## src/rtl/sprite_row_renderer_pkg.sv

```systemverilog
// Shared sprite-renderer definitions: FSM encoding and default sprite-row geometry
// used by the invader, player and shield renderers.
package sprite_row_renderer_pkg;

  typedef enum logic [1:0] {
    ST_IDLE      = 2'd0,
    ST_AWAIT     = 2'd1,
    ST_DRAW      = 2'd2,
    ST_LINE_WAIT = 2'd3
  } spr_state_t;

  localparam int DEF_N_SPR = 11;
  localparam int DEF_SPR_W = 13;
  localparam int DEF_SPR_H = 8;
  localparam int DEF_SCALE = 2;
  localparam int DEF_PITCH = 32;
  localparam int DEF_X_W   = 10;

  // Counter width that stays at least one bit for degenerate sizes.
  function automatic int cnt_w(input int n);
    return (n > 1) ? $clog2(n) : 1;
  endfunction

endpackage

```

## src/rtl/sprite_row_renderer_bitmap_ram.sv

```systemverilog
// Two-frame sprite bitmap: frame-major line store, synchronous write, asynchronous read.
module sprite_row_renderer_bitmap_ram
  import sprite_row_renderer_pkg::*;
#(
  parameter int SPR_W = DEF_SPR_W,
  parameter int SPR_H = DEF_SPR_H,
  localparam int ROW_W = cnt_w(SPR_H)
) (
  input  logic             clk,
  input  logic             wr_en,
  input  logic             wr_frame,
  input  logic [ROW_W-1:0] wr_row,
  input  logic [SPR_W-1:0] wr_data,
  input  logic             rd_frame,
  input  logic [ROW_W-1:0] rd_row,
  output logic [SPR_W-1:0] rd_data
);

  localparam int AW = cnt_w(2 * SPR_H);

  logic [SPR_W-1:0] mem [2*SPR_H];
  logic [AW-1:0]    wr_addr;
  logic [AW-1:0]    rd_addr;

  // Frame 1 lines sit directly after the SPR_H lines of frame 0.
  function automatic logic [AW-1:0] line_addr(input logic frame, input logic [ROW_W-1:0] row);
    return frame ? (AW'(SPR_H) + AW'(row)) : AW'(row);
  endfunction

  assign wr_addr = line_addr(wr_frame, wr_row);
  assign rd_addr = line_addr(rd_frame, rd_row);

  always_ff @(posedge clk) begin
    if (wr_en) mem[wr_addr] <= wr_data;
  end

  assign rd_data = mem[rd_addr];

endmodule

```

## src/rtl/sprite_row_renderer.sv

```systemverilog
// Scanline renderer for one row of N_SPR identical scaled sprites at a fixed pitch,
// emitting a registered per-pixel hit flag and 1-based sprite index.
module sprite_row_renderer
  import sprite_row_renderer_pkg::*;
#(
  parameter int N_SPR = DEF_N_SPR,
  parameter int SPR_W = DEF_SPR_W,
  parameter int SPR_H = DEF_SPR_H,
  parameter int SCALE = DEF_SCALE,
  parameter int PITCH = DEF_PITCH,
  parameter int X_W   = DEF_X_W,
  localparam int ROW_W = cnt_w(SPR_H),
  localparam int IDX_W = $clog2(N_SPR + 1)
) (
  input  logic             clk,
  input  logic             rst,
  input  logic             pix_en,
  input  logic [X_W-1:0]   pixel_x,
  input  logic             line_end,
  input  logic             start,
  input  logic [X_W-1:0]   row_x,
  input  logic [N_SPR-1:0] alive,
  input  logic             frame_sel,
  input  logic             wr_en,
  input  logic             wr_frame,
  input  logic [ROW_W-1:0] wr_row,
  input  logic [SPR_W-1:0] wr_data,
  output logic             busy,
  output logic             spr_on,
  output logic [IDX_W-1:0] spr_idx,
  output logic             row_done
);

  localparam int I_W  = cnt_w(N_SPR);
  localparam int XC_W = cnt_w(SPR_W);
  localparam int CX_W = cnt_w(SCALE);
  localparam int PW   = X_W + $clog2(N_SPR) + $clog2(PITCH);

  spr_state_t       state, state_nxt;
  logic [I_W-1:0]   slot, slot_nxt;
  logic [XC_W-1:0]  x_cnt, x_nxt;
  logic [CX_W-1:0]  cx_cnt, cx_nxt;
  logic [ROW_W-1:0] y_cnt, y_nxt;
  logic [CX_W-1:0]  cy_cnt, cy_nxt;

  logic [X_W-1:0]   row_x_q;
  logic [N_SPR-1:0] alive_q;
  logic             frame_q;
  logic             take;

  logic             spr_on_p1, spr_on_nxt;
  logic [IDX_W-1:0] spr_idx_p1, spr_idx_nxt;
  logic             row_done_p1, row_done_nxt;

  logic [SPR_W-1:0] rd_data;
  logic [PW-1:0]    slot_pos;
  logic             slot_hit;
  logic [XC_W-1:0]  x_cur;
  logic [CX_W-1:0]  cx_cur;
  logic             draw_stb;
  logic             pix_bit;
  logic             last_col, last_sub, last_slot, last_y, last_cy;

  sprite_row_renderer_bitmap_ram #(
    .SPR_W (SPR_W),
    .SPR_H (SPR_H)
  ) u_bitmap (
    .clk      (clk),
    .wr_en    (wr_en),
    .wr_frame (wr_frame),
    .wr_row   (wr_row),
    .wr_data  (wr_data),
    .rd_frame (frame_q),
    .rd_row   (y_cnt),
    .rd_data  (rd_data)
  );

  // Slot origin at full width so positions past the screen edge never alias onto it.
  assign slot_pos = PW'(row_x_q) + PW'(slot) * PW'(PITCH);
  assign slot_hit = pix_en && (slot_pos == PW'(pixel_x));

  // The strobe that matches a slot origin is already pixel 0 of that sprite, which is
  // what lets abutting sprites render without a gap.
  assign x_cur    = (state == ST_DRAW) ? x_cnt  : '0;
  assign cx_cur   = (state == ST_DRAW) ? cx_cnt : '0;
  assign draw_stb = pix_en && !line_end &&
                    ((state == ST_DRAW) || ((state == ST_AWAIT) && slot_hit && alive_q[slot]));
  assign pix_bit  = rd_data[XC_W'(SPR_W - 1) - x_cur];

  assign last_col  = (x_cur == XC_W'(SPR_W - 1));
  assign last_sub  = (cx_cur == CX_W'(SCALE - 1));
  assign last_slot = (slot == I_W'(N_SPR - 1));
  assign last_y    = (y_cnt == ROW_W'(SPR_H - 1));
  assign last_cy   = (cy_cnt == CX_W'(SCALE - 1));

  always_comb begin
    state_nxt    = state;
    slot_nxt     = slot;
    x_nxt        = x_cnt;
    cx_nxt       = cx_cnt;
    y_nxt        = y_cnt;
    cy_nxt       = cy_cnt;
    take         = 1'b0;
    row_done_nxt = 1'b0;
    spr_on_nxt   = spr_on_p1;
    spr_idx_nxt  = spr_idx_p1;

    case (state)
      ST_IDLE: begin
        if (start) begin
          take      = 1'b1;
          state_nxt = ST_AWAIT;
          slot_nxt  = '0;
          x_nxt     = '0;
          cx_nxt    = '0;
          y_nxt     = '0;
          cy_nxt    = '0;
        end
      end
      default: begin
        if (line_end) begin
          slot_nxt = '0;
          x_nxt    = '0;
          cx_nxt   = '0;
          if (last_cy) begin
            cy_nxt = '0;
            if (last_y) begin
              state_nxt    = ST_IDLE;
              row_done_nxt = 1'b1;
              y_nxt        = '0;
            end else begin
              state_nxt = ST_AWAIT;
              y_nxt     = y_cnt + ROW_W'(1);
            end
          end else begin
            state_nxt = ST_AWAIT;
            cy_nxt    = cy_cnt + CX_W'(1);
          end
        end else if (draw_stb) begin
          if (last_sub) begin
            cx_nxt = '0;
            if (last_col) begin
              x_nxt = '0;
              if (last_slot) begin
                state_nxt = ST_LINE_WAIT;
              end else begin
                state_nxt = ST_AWAIT;
                slot_nxt  = slot + I_W'(1);
              end
            end else begin
              state_nxt = ST_DRAW;
              x_nxt     = x_cur + XC_W'(1);
            end
          end else begin
            state_nxt = ST_DRAW;
            x_nxt     = x_cur;
            cx_nxt    = cx_cur + CX_W'(1);
          end
        end else if ((state == ST_AWAIT) && slot_hit) begin
          // Hidden sprite still consumes its slot.
          if (last_slot) state_nxt = ST_LINE_WAIT;
          else           slot_nxt  = slot + I_W'(1);
        end
      end
    endcase

    if (draw_stb) begin
      spr_on_nxt  = pix_bit;
      spr_idx_nxt = pix_bit ? (IDX_W'(slot) + IDX_W'(1)) : '0;
    end else if (pix_en || line_end || (state != ST_DRAW)) begin
      spr_on_nxt  = 1'b0;
      spr_idx_nxt = '0;
    end
  end

  always_ff @(posedge clk or posedge rst) begin
    if (rst) begin
      state       <= ST_IDLE;
      slot        <= '0;
      x_cnt       <= '0;
      cx_cnt      <= '0;
      y_cnt       <= '0;
      cy_cnt      <= '0;
      spr_on_p1   <= 1'b0;
      spr_idx_p1  <= '0;
      row_done_p1 <= 1'b0;
    end else begin
      state       <= state_nxt;
      slot        <= slot_nxt;
      x_cnt       <= x_nxt;
      cx_cnt      <= cx_nxt;
      y_cnt       <= y_nxt;
      cy_cnt      <= cy_nxt;
      spr_on_p1   <= spr_on_nxt;
      spr_idx_p1  <= spr_idx_nxt;
      row_done_p1 <= row_done_nxt;
    end
  end

  always_ff @(posedge clk) begin
    if (take) begin
      row_x_q <= row_x;
      alive_q <= alive;
      frame_q <= frame_sel;
    end
  end

  assign busy     = (state != ST_IDLE);
  assign spr_on   = spr_on_p1;
  assign spr_idx  = spr_idx_p1;
  assign row_done = row_done_p1;

endmodule

```

## config.mk

```make
export PLATFORM = sky130hd
export DESIGN_NAME = sprite_row_renderer
export DESIGN_NICKNAME = d
export VERILOG_FILES = /design/src/rtl/sprite_row_renderer_pkg.sv /design/src/rtl/sprite_row_renderer_bitmap_ram.sv /design/src/rtl/sprite_row_renderer.sv
export SDC_FILE = /design/constraint.sdc
export NUM_CORES = 1
export LEC_CHECK = 0
export ABC_AREA = 1
export ABC_CLOCK_PERIOD_IN_PS = 4500
export BUFFER_PORTS_ARGS = -buffer_cell sky130_fd_sc_hd__buf_2
export CAP_MARGIN = 40
export CORE_ASPECT_RATIO = 1.25
export CORE_MARGIN = 1
export CORE_UTILIZATION = 65
export DETAILED_ROUTE_END_ITERATION = 10
export GPL_TIMING_DRIVEN = 0
export HOLD_SLACK_MARGIN = 0.06
export PLACE_DENSITY = 0.84
export SLEW_MARGIN = 5
export SYNTH_ARGS = -nofsm -noshare
export SYNTH_HDL_FRONTEND = slang
export SYNTH_SLANG_ARGS = --single-unit
```

## constraint.sdc

```tcl
create_clock -name clk -period 4.5 [get_ports clk]
set_clock_uncertainty 0.15 [all_clocks]
set_input_delay 0.45 -clock clk [delete_from_list [all_inputs] [get_ports clk]]
set_output_delay 0.45 -clock clk [all_outputs]
set_load 0.05 [all_outputs]
```

==> summary.txt <==
Critical path
  • CP Max Fanout: 9
  • Worst path max stage delay: 450 ps
  • Number of buffers and inverters on the critical path: 4
  • Cell family with most CP delay: simple AND/OR/NAND/NOR gates
  • Crit-path slowest cell: ha_1
  • CP Data Arrival Time: 3410 ps
  • Worst R2R Setup Slack: 1400 ps
  • Critical path, cell by cell: nor2_2, inv_2, nor2_4, inv_2, ha_1, inv_1, nand3_1, nor2_1, nand2_1, o21bai_1, inv_2, a21oi_4, nand3_1, nand2_1
  • Critical Setup Path Class: flip-flop to flip-flop
  • Critical path endpoint category: flip-flop
  • Worst path most repeated cell: inv_2
  • Worst Path Required: 4800 ps
  • Startpoint types: flip-flop

Timing
  • RSZ-0062 raised after global routing: false
  • Finish-stage setup viols: 0
  • Final TNS setup: 0 ps
  • Fmax: 0.3221 GHz
  • Crit share post-route: 0.6899
  • Slew HR: 0.3785
  • Final-report hold violation count: 0
  • Minimum clock period: 3105 ps
  • Worst-Margin Slew: 927.2 ps
  • Post-route worst setup slack: 1395 ps
  • Slew Viols, Final: 0

Detailed routing
  • Routed met2 length: 13,980 um
  • Detail Route Antenna Nets: 0
  • Initial drt markers: 1,065
  • DR top layer: met4
  • Vias: 8,296
  • WL met1: 9510 um
  • Total wire length: 27,430 um
  • Drt pass-1 iters: 6
  • WL/cell: 19.88 um
  • Drc violations: 0
  • Vias per cell: 6.012
  • Met3 wire len: 2683 um

Die
  • IO Pins: 62
  • Die H: 147.5 um
  • Starting Density: 0.6717
  • Rows: 52
  • Die area: 0.01747 mm^2
  • Chip Width: 118.4 um
  • Core footprint: 0.01640 mm^2

CTS
  • CTS root buf: clkbuf_16
  • Post-cts sizing count: 0
  • Post-CTS Setup Inserts: 0
  • Clk_lat worst skew: 520 ps
  • Clock sinks: 251
  • CTS tree: done
  • Bufs on Longest Clock Path: 3
  • Clk slew on worst S/H paths: 60 ps
  • CTS Buf Count: 25
  • CTS H-tree depth: 1

Logic synthesis
  • Synthesized cell area: 0.01101 mm^2
  • Largest cells by area after synthesis: edfxtp_1 (63%), nand2_1 (12%), nand3_1 (9.0%), dfrtp_1 (4.8%), nor2_1 (1.7%)
  • Post-Syn Nets: 1,083
  • Synth area leader: edfxtp_1
  • Register area share after synthesis: 0.6748
  • Synthesized netlist cell count: 1,017
  • Top FF cell, synth: edfxtp_1
  • Post-synth top area share: 0.6271
  • Avg Inst Size Synth: 10.83 um^2
  • YS warnings: 0
  • Post-synth EDFFs: 230
  • Post-synthesis register bit count: 251
  • Number of library cell types mapped by synthesis: 36
  • Asr flop ratio synth: 0.08367

Power
  • Leakage: 5.114 nW
  • Worst VDD drop: 0.4457 mV
  • PwrDens: 545.4 mW/mm^2

Flow run
  • Max Cap Viol: 0

GRT
  • First-pass GRT wire length: 42,080 um
  • Largest net degree at the start of global routing: 22
  • Initial antenna violation count: 0
  • Total grt overflow: 0
  • Number of global-route vias before repair: 8,017
  • Tot GR Track Use: 0.3212

Run status
  • Outcome: finished clean

Finish
  • Final Net Count: 1,212
  • Ant diodes: 0
  • Final cell count without fillers: 1,380
  • Commonest non-fill, non-tap cells in the layout: nand2_1 (338), edfxtp_1 (230), nand3_1 (199)
  • Share of cells above drive strength 1: 0.1607
  • Commonest non-fill, non-tap cell in the layout: nand2_1
  • Final Util: 0.7866
  • Area grow syn2layout: 17.10%

Place
  • IO buf count: 61
  • Final GP Congestion: 0.8979
  • DP Worst Slack: 1536 ps
  • Placed insts: 1,312
  • Hpwl dp: 17,800 um

Hold path
  • Hold crit path type: input port to flip-flop
==> stage by stage <==
stage               hold slack, ps  area [um^2]  power, mW
global route                 91.22        12900      7.322
finish                       85.68        12900      7.034
detailed placement           312.0        11870      4.945
CTS                          70.95        12900      6.984
global placement             309.7        11590      4.866
floorplan                    276.5        11010      4.292
==> flip-flops by register name, indices dropped and copies added (netlist names) <==
signal and count:
u_bitmap.mem 208, alive_q 11, row_x_q 10, slot 4
spr_idx 4, x_cnt 4, y_cnt 3, state 2
cx_cnt 1, cy_cnt 1, frame_q 1, row_done 1
spr_on 1
==> metal layers <==
metal | up-vias | track usage
met1 | 3939 | 0.3839
met2 | 489 | 0.5635
met3 | 113 | 0.06173
met4 | 0 | 0.1525
li1 | 3755 | -
met5 | - | 0
==> power breakdown <==
group / leakage [nW] / total [mW] / internal (mW) / switching, mW
Combinational: 2.36 / 2.27 / 0.720 / 1.55
Clock: 0.389 / 2.04 / 1.20 / 0.837
Sequential: 2.36 / 2.73 / 2.67 / 0.0616
Total: 5.11 / 7.03 / 4.58 / 2.45
==> kinds of logic (layout without fill, tap and decap cells) <==
logic type / Yosys count / count (layout) / share of synthesized area
buf+inv: 95 / 242 / 0.04272
xor+xnor: 10 / 10 / 0.007953
compound gates: 33 / 33 / 0.01772
flops: 251 / 251 / 0.6748
simple gates: 617 / 617 / 0.2436
fa+ha+maj: 11 / 11 / 0.01318
==> Yosys cell counts, types with 8 or more instances <==
master / n
xnor2_1: 8
buf_2: 20
nand3_1: 199
a21oi_1: 8
nor3_1: 11
nor2_1: 50
inv_1: 44
edfxtp_1: 230
nand2_1: 338
ha_1: 10
dfrtp_1: 21
o21ai_0: 14
buf_4: 9
==> area by class of cell <==
class / count / area [um^2]
Tap cell: 216 / 270.3
Inverter: 52 / 197.7
Timing Repair Buffer: 102 / 749.5
Clock buffer: 32 / 651.9
Clock inverter: 13 / 148.9
Buffer: 43 / 272.8
Sequential cell: 251 / 7432
Multi-Input combinational cell: 671 / 3173
Fill cell: 909 / 3500
==> worst paths after layout <==
check / endpoint / startpoint / cells past startpoint
max: spr_idx[3]$_DFFE_PP0P_ / state[0]$_DFFE_PP0P_ / 14
min in group asynchronous: x_cnt[1]$_DFFE_PP0P_ / rst / 3
max reg2reg: spr_idx[3]$_DFFE_PP0P_ / state[0]$_DFFE_PP0P_ / 14
min reg2reg: spr_idx[1]$_DFFE_PP0P_ / spr_idx[1]$_DFFE_PP0P_ / 2
max in group asynchronous: row_done$_DFF_PP0_ / rst / 3
min: cx_cnt$_DFFE_PP0P_ / line_end / 2
==> timing repair <==
action	4_1_cts	5_1_grt
endpoints found under the hold margin	43	0
hold buffers	23	0
setup endpoints to repair	0	0
Note: power is estimated with default switching activity, not from simulation.
